**src/rtl/writeback_stage.sv**
```systemverilog
// Writeback stage: selects the register-file write value, formats load responses
// and counts retired instructions. A load holds the pipeline until its data arrives.
module writeback_stage #(
  parameter int XLEN  = 32,
  parameter int XADDR = 5
) (
  input  logic             i_clk,
  input  logic             i_rst_n,
  input  logic             i_valid,
  input  logic [6:0]       i_opcode,
  input  logic [2:0]       i_funct3,
  input  logic [XADDR-1:0] i_rd_addr,
  input  logic [XLEN-1:0]  i_alu_result,
  input  logic [XLEN-1:0]  i_pc,
  input  logic             i_write_enable,
  input  logic             i_dmem_rvalid,
  input  logic [XLEN-1:0]  i_dmem_rdata,
  output logic             o_stall,
  output logic [XADDR-1:0] or_rd_addr,
  output logic [XLEN-1:0]  or_rd_data,
  output logic             or_wr_en,
  output logic [63:0]      or_instret
);

  localparam logic [6:0] OP_LUI   = 7'b0110111;
  localparam logic [6:0] OP_AUIPC = 7'b0010111;
  localparam logic [6:0] OP_JAL   = 7'b1101111;
  localparam logic [6:0] OP_JALR  = 7'b1100111;
  localparam logic [6:0] OP_B     = 7'b1100011;
  localparam logic [6:0] OP_L     = 7'b0000011;
  localparam logic [6:0] OP_S     = 7'b0100011;
  localparam logic [6:0] OP_R     = 7'b0110011;
  localparam logic [6:0] OP_I     = 7'b0010011;

  localparam logic [0:0] IDLE      = 1'b0;
  localparam logic [0:0] WAIT_LOAD = 1'b1;

  logic [0:0]       state_q, state_d;
  logic [XADDR-1:0] ld_rd_q, ld_rd_d;
  logic [2:0]       ld_funct3_q, ld_funct3_d;
  logic [1:0]       ld_off_q, ld_off_d;
  logic             ld_we_q, ld_we_d;
  logic [XADDR-1:0] rd_addr_q, rd_addr_d;
  logic [XLEN-1:0]  rd_data_q, rd_data_d;
  logic             wr_en_q, wr_en_d;
  logic [63:0]      instret_q, instret_d;

  logic recognised;
  logic writes_rd;
  logic is_link;

  // Extract and extend the addressed byte/half from the aligned response word.
  function automatic logic [XLEN-1:0] format_load(input logic [2:0] f3,
                                                   input logic [1:0] off,
                                                   input logic [XLEN-1:0] word);
    logic [XLEN-1:0] shifted;
    logic [7:0]      b;
    logic [15:0]     h;
    shifted = word >> {off, 3'b000};
    b       = shifted[7:0];
    h       = off[1] ? word[31:16] : word[15:0];
    case (f3)
      3'b000:  format_load = {{(XLEN-8){b[7]}}, b};
      3'b001:  format_load = {{(XLEN-16){h[15]}}, h};
      3'b100:  format_load = {{(XLEN-8){1'b0}}, b};
      3'b101:  format_load = {{(XLEN-16){1'b0}}, h};
      default: format_load = word;
    endcase
  endfunction

  always_comb begin
    recognised = 1'b0;
    writes_rd  = 1'b0;
    is_link    = 1'b0;
    case (i_opcode)
      OP_LUI, OP_AUIPC, OP_R, OP_I: begin
        recognised = 1'b1;
        writes_rd  = 1'b1;
      end
      OP_JAL, OP_JALR: begin
        recognised = 1'b1;
        writes_rd  = 1'b1;
        is_link    = 1'b1;
      end
      OP_B, OP_S, OP_L: recognised = 1'b1;
      default: recognised = 1'b0;
    endcase
  end

  always_comb begin
    state_d     = state_q;
    ld_rd_d     = ld_rd_q;
    ld_funct3_d = ld_funct3_q;
    ld_off_d    = ld_off_q;
    ld_we_d     = ld_we_q;
    rd_addr_d   = rd_addr_q;
    rd_data_d   = rd_data_q;
    wr_en_d     = 1'b0;
    instret_d   = instret_q;

    if (state_q == IDLE) begin
      if (i_valid && recognised) begin
        if (i_opcode == OP_L) begin
          ld_rd_d     = i_rd_addr;
          ld_funct3_d = i_funct3;
          ld_off_d    = i_alu_result[1:0];
          ld_we_d     = i_write_enable;
          state_d     = WAIT_LOAD;
        end else begin
          instret_d = instret_q + 64'd1;
          if (writes_rd && i_write_enable && (i_rd_addr != '0)) begin
            wr_en_d   = 1'b1;
            rd_addr_d = i_rd_addr;
            rd_data_d = is_link ? (i_pc + XLEN'(4)) : i_alu_result;
          end
        end
      end
    end else begin
      // New instructions are held off upstream by o_stall until the load lands.
      if (i_dmem_rvalid) begin
        state_d   = IDLE;
        instret_d = instret_q + 64'd1;
        if (ld_we_q && (ld_rd_q != '0)) begin
          wr_en_d   = 1'b1;
          rd_addr_d = ld_rd_q;
          rd_data_d = format_load(ld_funct3_q, ld_off_q, i_dmem_rdata);
        end
      end
    end
  end

  always_ff @(posedge i_clk or negedge i_rst_n) begin
    if (!i_rst_n) begin
      state_q     <= IDLE;
      ld_rd_q     <= '0;
      ld_funct3_q <= '0;
      ld_off_q    <= '0;
      ld_we_q     <= 1'b0;
      rd_addr_q   <= '0;
      rd_data_q   <= '0;
      wr_en_q     <= 1'b0;
      instret_q   <= '0;
    end else begin
      state_q     <= state_d;
      ld_rd_q     <= ld_rd_d;
      ld_funct3_q <= ld_funct3_d;
      ld_off_q    <= ld_off_d;
      ld_we_q     <= ld_we_d;
      rd_addr_q   <= rd_addr_d;
      rd_data_q   <= rd_data_d;
      wr_en_q     <= wr_en_d;
      instret_q   <= instret_d;
    end
  end

  assign o_stall    = (state_q == WAIT_LOAD);
  assign or_rd_addr = rd_addr_q;
  assign or_rd_data = rd_data_q;
  assign or_wr_en   = wr_en_q;
  assign or_instret = instret_q;

endmodule

```
**config.mk**
```make
export PLATFORM = sky130hd
export DESIGN_NAME = writeback_stage
export DESIGN_NICKNAME = d
export VERILOG_FILES = /design/src/rtl/writeback_stage.sv
export SDC_FILE = /design/constraint.sdc
export NUM_CORES = 1
export LEC_CHECK = 0
export ABC_AREA = 0
export BUFFER_PORTS_ARGS = -buffer_cell sky130_fd_sc_hd__buf_2
export CORE_ASPECT_RATIO = 1.5
export CORE_MARGIN = 2
export CORE_UTILIZATION = 30
export DETAILED_ROUTE_END_ITERATION = 10
export PLACE_DENSITY = 0.55
export SLEW_MARGIN = 20
export SYNTH_ARGS = -nofsm -noshare
export SYNTH_HDL_FRONTEND = slang
export SYNTH_SLANG_ARGS = --single-unit
```
**constraint.sdc**
```tcl
create_clock -name i_clk -period 2.2 [get_ports i_clk]
set_input_delay 0.66 -clock i_clk [delete_from_list [all_inputs] [get_ports i_clk]]
set_output_delay 0.66 -clock i_clk [all_outputs]
set_load 0.1 [all_outputs]
```
==> impl_metrics.py, run 1 <==
metrics = {
    "detailed_routing": {
        "vias_per_cell": 5.174,
        "drt_iter0_drc": 410,
        "vias": 7177,
        "avgRoutedWirePerCell_um": 17.92,
        "drc": 0,
        "dr.pass1.iters": 5,
        "ant_nets": 0,
        "drt-total-wl_um": 24860,
    },
    "critical_path": {
        "cp.required_ns": 1.54,
        "crit_buf_inv": 2,
        "critPathMaxFanout": 13,
        "crit_path_end_kind": "primary output",
        "critPathMaxStageDelay_ns": 0.45,
        "cp-start-kind": "flip-flop",
        "critPathKind": "reg2out",
        "critPathTopFamily": "buffers and inverters",
        "cp_cell_sequence": "buf_4 > buf_2",
        "arrival_ns": 1.40,
        "ff2ff_setup_slack_ns": 0.15,
        "cp_slowest_cell": "buf_2",
    },
    "synth": {
        "ys_types": 75,
        "synth_commonest_cells": "dfrtp_1 (114), nand2_1 (103), xnor2_1 (44)",
        "async_reset_ff_share_pct": 100.0,
        "ys.flop_type": "dfrtp_1",
        "synth-seq-area-share_pct": 40.10,
        "synthTopCellsByArea": "dfrtp_1 (40%), nand2_1 (5.4%), xnor2_1 (5.4%)",
        "yosysTopAreaCell": "dfrtp_1",
        "synth_top_area_share_pct": 40.10,
        "syn_nets": 885,
        "syn_area_per_cell_um2": 9.276,
        "ys_ff_latch": 114,
        "synth_edf_count": 0,
        "synth.most_common_cell": "dfrtp_1",
        "netlist_area_um2": 7114,
        "synth_cells": 767,
        "ys_warn_count": 0,
    },
    "layout": {
        "areaGrowthSynthToFinish_pct": 41.45,
        "finalInstanceArea_um2": 10060,
        "fill_cells": 2418,
        "fin_util_pct": 42.85,
        "multi_input_area_um2": 4014,
        "finalNetCount": 1173,
        "ff_latch_area_um2": 2979,
        "antennaDiodeCount": 0,
        "drive_above_1_share_pct": 43.45,
    },
    "die": {
        "rows": 69,
        "ios": 219,
        "die-area_um2": 24990,
        "die_h_um": 192.6,
        "start_util_pct": 30.30,
        "core_area_um2": 23480,
        "die_w_um": 129.7,
    },
    "timing": {
        "finalCriticalPeriod_ns": 2.064,
        "fmax_mhz": 484.4,
        "setup_violations": 0,
        "rsz0062_at_grt": "no",
        "worstMarginPinSlew_ns": 0.5848,
        "maxSlewHeadroom_pct": 60.65,
        "clock_skew_ns": 0.01153,
        "fin_crit_sh_pct": 93.83,
        "slew_violations": 0,
        "hold_viol": 0,
    },
    "clock_network": {
        "htree_num_levels": 4,
        "hold_buffers": 0,
        "clock_latency_ns": 0.42,
        "clock_path_buffers": 2,
        "cts.sinks": 114,
        "cts_buffers": 17,
        "clockRootBuffer": "clkbuf_16",
        "path_clk_slew_ns": 0.06,
        "cts_tree": "done",
    },
    "global_routing": {
        "grt_pass1_wl_um": 37960,
        "grt_max_degree": 64,
        "grt_pass1_vias": 7121,
        "grt_overflow": 0,
        "antenna_found_initial": 3,
        "track_usage_pct": 19.98,
    },
    "placement": {
        "portBuffers": 218,
        "hpwl_um": 19510,
        "gp_congestion": 0.9259,
        "place_area_um2": 9392,
    },
    "pwr": {
        "total_power_mw": 8.080,
        "power_density_nw_per_um2": 802.9,
        "cellLeakagePower_nw": 4.571,
        "ir_drop_mv": 0.5066,
    },
    "min_path": {
        "worstHoldPathType": "in2async",
    },
    "status": {
        "status": "finished, final reports clean",
    },
    "flow_run": {
        "maxCapViolCount": 0,
    },
}
==> routing by layer <==
layer	vias up	global-route usage, %	part of all wire, %
met5	-	0	0.11
met4	4	9.719	3.7
met3	50	4.769	6.0
met2	280	35.42	51
met1	3438	22.15	39
li1	3405	-	-
==> worst register-to-register path, cell delays in order, from the launching register on <==
cell     delay [ns]
dfrtp_4        0.43
nand4_1        0.22
or3_1          0.46
nor4_4         0.32
buf_4          0.23
nand4_1        0.13
xnor2_1        0.14
==> final cells by class <==
| type | instances | share of cell area, % |
|---|---|---|
| Clock inverter | 9 | 2.002 |
| Timing Repair Buffer | 311 | 19.22 |
| Tap cell | 319 | 3.966 |
| Clock buffer | 23 | 4.650 |
| Multi-Input combinational cell | 593 | 39.89 |
| Sequential cell | 114 | 29.60 |
| Inverter | 18 | 0.6714 |
==> power breakdown <==
| part | switching, mW | total, mW | leakage (nW) | internal, mW |
|---|---|---|---|---|
| logic | 1.89 | 2.42 | 2.84 | 0.527 |
| registers | 0.165 | 2.48 | 1.41 | 2.32 |
| clock network | 0.994 | 3.18 | 0.322 | 2.18 |
==> repair_timing <==
item                       4_1_cts  5_1_grt
setup buffers                    0        0
resized for setup                1        0
setup endpoints to repair        1        0
==> per-stage QoR <==
stage / instances / setup WS [ns] / TNS [ns] / hold slack [ns]
floorplan: 767 / -0.01068 / -0.01068 / 0.3644
global placement: 1355 / -0.1536 / -4.610 / 0.4564
detailed placement: 1355 / -0.2604 / -6.584 / 0.4614
CTS: 1387 / 0.1010 / 0 / 0.2352
global route: 1387 / 0.02462 / 0 / 0.2376
finish: 1387 / 0.1357 / 0 / 0.2422
==> flip-flops by register name, indices dropped and copies added, names as in the netlist, 2 cells and up <==
name	cells
ld_funct3_q	3
ld_off_q	2
ld_rd_q	5
or_instret	64
or_rd_addr	5
or_rd_data	32
==> cells in the final DEF, fill, tap and decap left out, drive strengths merged, types with 6 or more instances in the layout <==
| master | n |
|---|---|
| inv | 18 |
| xnor2 | 45 |
| bufinv | 6 |
| mux2i | 8 |
| a21o | 6 |
| nor4 | 20 |
| dfrtp | 114 |
| nand4 | 42 |
| xor2 | 30 |
| nand3 | 41 |
| clkbuf | 23 |
| a31oi | 8 |
| mux2 | 22 |
| a21oi | 25 |
| o21ai | 28 |
| nand2 | 103 |
| and2 | 10 |
| a31o | 8 |
| and4 | 6 |
| and3 | 10 |
| nor3 | 36 |
| buf | 311 |
| o2bb2ai | 11 |
| nor2 | 40 |
| o31ai | 15 |
==> final timing paths <==
check                                        endpoint                  startpoint  depth (start not counted)
setup / recovery                       or_instret[36]  or_instret[36]$_DFFE_PN0P_                          2
hold / removal             or_instret[12]$_DFFE_PN0P_                     i_rst_n                          2
setup reg to reg           or_instret[40]$_DFFE_PN0P_  or_instret[21]$_DFFE_PN0P_                          6
hold reg to reg            or_instret[63]$_DFFE_PN0P_  or_instret[63]$_DFFE_PN0P_                          1
max in group asynchronous           o_stall$_DFF_PN0_                     i_rst_n                          2
min in group i_clk                  o_stall$_DFF_PN0_               i_dmem_rvalid                          2
==> cells by family after synthesis <==
logic type / share of synthesized area [%]
XOR/XNOR: 9.339
AND/OR/NAND/NOR: 25.75
AO/OA/AOI/OAI: 16.18
adder cells (fa/ha/maj): 0.3517
multiplexers: 4.608
buffers and inverters: 3.676
flip-flops: 40.10
Power figures use the tool's default switching activity.
==> run 2: changes to the inputs <==
--- a/config.mk
+++ b/config.mk
@@ -11,7 +11,9 @@
 export CORE_MARGIN = 2
 export CORE_UTILIZATION = 30
 export DETAILED_ROUTE_END_ITERATION = 10
+export GPL_TIMING_DRIVEN = 0
 export PLACE_DENSITY = 0.55
+export RECOVER_POWER = 50
 export SLEW_MARGIN = 20
 export SYNTH_ARGS = -nofsm -noshare
 export SYNTH_HDL_FRONTEND = slang
==> impl_metrics.py, run 2 (synthesized netlist as in run 1, its figures left out) <==
metrics = {
    "clock_network": {
        "htree_num_levels": 4,
        "cts_tree": "done",
        "path_clk_slew_ns": 0.06,
        "clock_latency_ns": 0.42,
        "hold_buffers": 0,
        "cts_buffers": 17,
        "clockRootBuffer": "clkbuf_16",
        "cts.sinks": 114,
        "clock_path_buffers": 2,
    },
    "timing": {
        "rsz0062_at_grt": "yes",
        "fmax_mhz": 459.7,
        "hold_viol": 0,
        "finalCriticalPeriod_ns": 2.175,
        "slew_violations": 0,
        "maxSlewHeadroom_pct": 14.34,
        "fin_crit_sh_pct": 98.88,
        "whs_ns": 0.4668,
        "clock_skew_ns": 0.01083,
        "setup_violations": 0,
        "worstMarginPinSlew_ns": 1.285,
    },
    "layout": {
        "fin_util_pct": 40.59,
        "finalNetCount": 1124,
        "drive_above_1_share_pct": 40.24,
        "final_common_cell": "buf_2",
        "final_cell_mix": "buf_2 (181), nand2_1 (101), dfrtp_1 (58)",
        "largest_register_ffs": 64,
        "areaGrowthSynthToFinish_pct": 33.98,
    },
    "global_routing": {
        "antenna_found_initial": 4,
        "grt_pass1_vias": 7091,
        "track_usage_pct": 20.90,
        "grt_overflow": 0,
        "grt_max_degree": 70,
        "grt_pass1_wl_um": 39370,
    },
    "status": {
        "status": "finished, final reports clean",
    },
    "critical_path": {
        "critPathMaxFanout": 7,
        "critPathKind": "in2reg",
        "ff2ff_setup_slack_ns": 0.09,
        "cp.required_ns": 2.50,
        "reg2reg_to": "or_instret[41]$_DFFE_PN0P_",
        "crit_path_end_kind": "flip-flop",
        "reg2reg_depth": 7,
        "arrival_ns": 2.47,
        "cp-start-kind": "input pin",
        "r2r_start": "or_instret[14]$_DFFE_PN0P_",
    },
    "min_path": {
        "hold_path_end": "o_stall$_DFF_PN0_",
        "hp-start": "i_dmem_rvalid",
        "hold_depth": 2,
        "worstHoldPathType": "in2reg",
    },
    "detailed_routing": {
        "drt-total-wl_um": 26020,
        "drc": 0,
        "vias_per_cell": 5.221,
        "vias": 7002,
        "drt_iter0_drc": 306,
        "avgRoutedWirePerCell_um": 19.40,
        "ant_nets": 0,
        "dr.pass1.iters": 5,
    },
    "die": {
        "rows": 69,
        "ios": 219,
        "die-area_um2": 24990,
        "start_util_pct": 30.30,
        "die_w_um": 129.7,
        "core_area_um2": 23480,
        "die_h_um": 192.6,
    },
    "flow_run": {
        "maxCapViolCount": 0,
    },
    "pwr": {
        "total_power_mw": 7.861,
        "cellLeakagePower_nw": 4.231,
        "power_density_nw_per_um2": 824.7,
        "ir_drop_mv": 0.5199,
    },
    "placement": {
        "hpwl_um": 20320,
        "portBuffers": 216,
        "gp_congestion": 0.9427,
    },
}
## run 2: metrics by stage
step	std cells	setup TNS (ns)	instance area [um2]	setup WS [ns]
6_report	1341	0	9532	0.02456
5_1_grt	1338	-0.1304	9524	-0.05554
4_1_cts	1339	0	9455	0.007368
3_5_place_dp	1303	-32.52	8761	-0.5622
3_3_place_gp	1302	-184.86	8723	-1.614
2_1_floorplan	767	-0.01068	7243	-0.01068
## run 2: worst max-delay path, stage by stage
cell	delay, ns
buf_2	0.13
nand4_1	0.33
nor4_2	0.82
nand3_1	0.14
o311ai_0	0.30
o21ai_1	0.09
## run 2: cell type report
type                            instances  area [um2]
Antenna cell                            3       7.507
Buffer                                 40       216.5
Clock buffer                           23       488.0
Clock inverter                          9       151.4
Fill cell                            2397       13950
Inverter                               18       70.07
Multi-Input combinational cell        593        4089
Sequential cell                       114        2980
Tap cell                              319       399.1
Timing Repair Buffer                  222        1130
## run 2: what timing repair did
action | in CTS | in global routing
buffers inserted | 4 | 1
endpoints found under the hold margin | 0 | 0
pin swaps | 2 | 6
gates resized for setup | 9 | 30
setup endpoints to repair | 49 | 60
## run 2: worst max-delay path by stage
stage / start / end / slack (ns) / cells after the start
2_1_floorplan: i_opcode[4] / or_instret[62]$_DFFE_PN0P_ / -0.01 / 5
3_3_place_gp: i_rst_n / or_instret[22]$_DFFE_PN0P_ / -1.61 / 1
3_5_place_dp: i_rd_addr[2] / or_rd_data[2]$_DFFE_PN0P_ / -0.56 / 8
4_1_cts: or_instret[14]$_DFFE_PN0P_ / or_instret[41]$_DFFE_PN0P_ / 0.007 / 6
5_1_grt: i_pc[4] / or_rd_data[18]$_DFFE_PN0P_ / -0.06 / 6
6_report: i_pc[4] / or_rd_data[29]$_DFFE_PN0P_ / 0.02 / 6
## run 2: power breakdown
| part | internal [mW] | total (mW) | leakage, nW | switching [mW] |
|---|---|---|---|---|
| clock network | 2.01 | 3.02 | 0.313 | 1.01 |
| registers | 2.32 | 2.48 | 1.41 | 0.164 |
| logic | 0.458 | 2.36 | 2.51 | 1.90 |
## run 2: layer usage
| layer | wire length (um) | track usage (%) | vias to the layer above |
|---|---|---|---|
| met3 | 1664 | 5.489 | 49 |
| li1 | - | - | 3315 |
| met4 | 893 | 9.305 | 4 |
| met2 | 13400 | 36.61 | 279 |
| met5 | 25 | 0 | - |
| met1 | 10040 | 23.61 | 3355 |
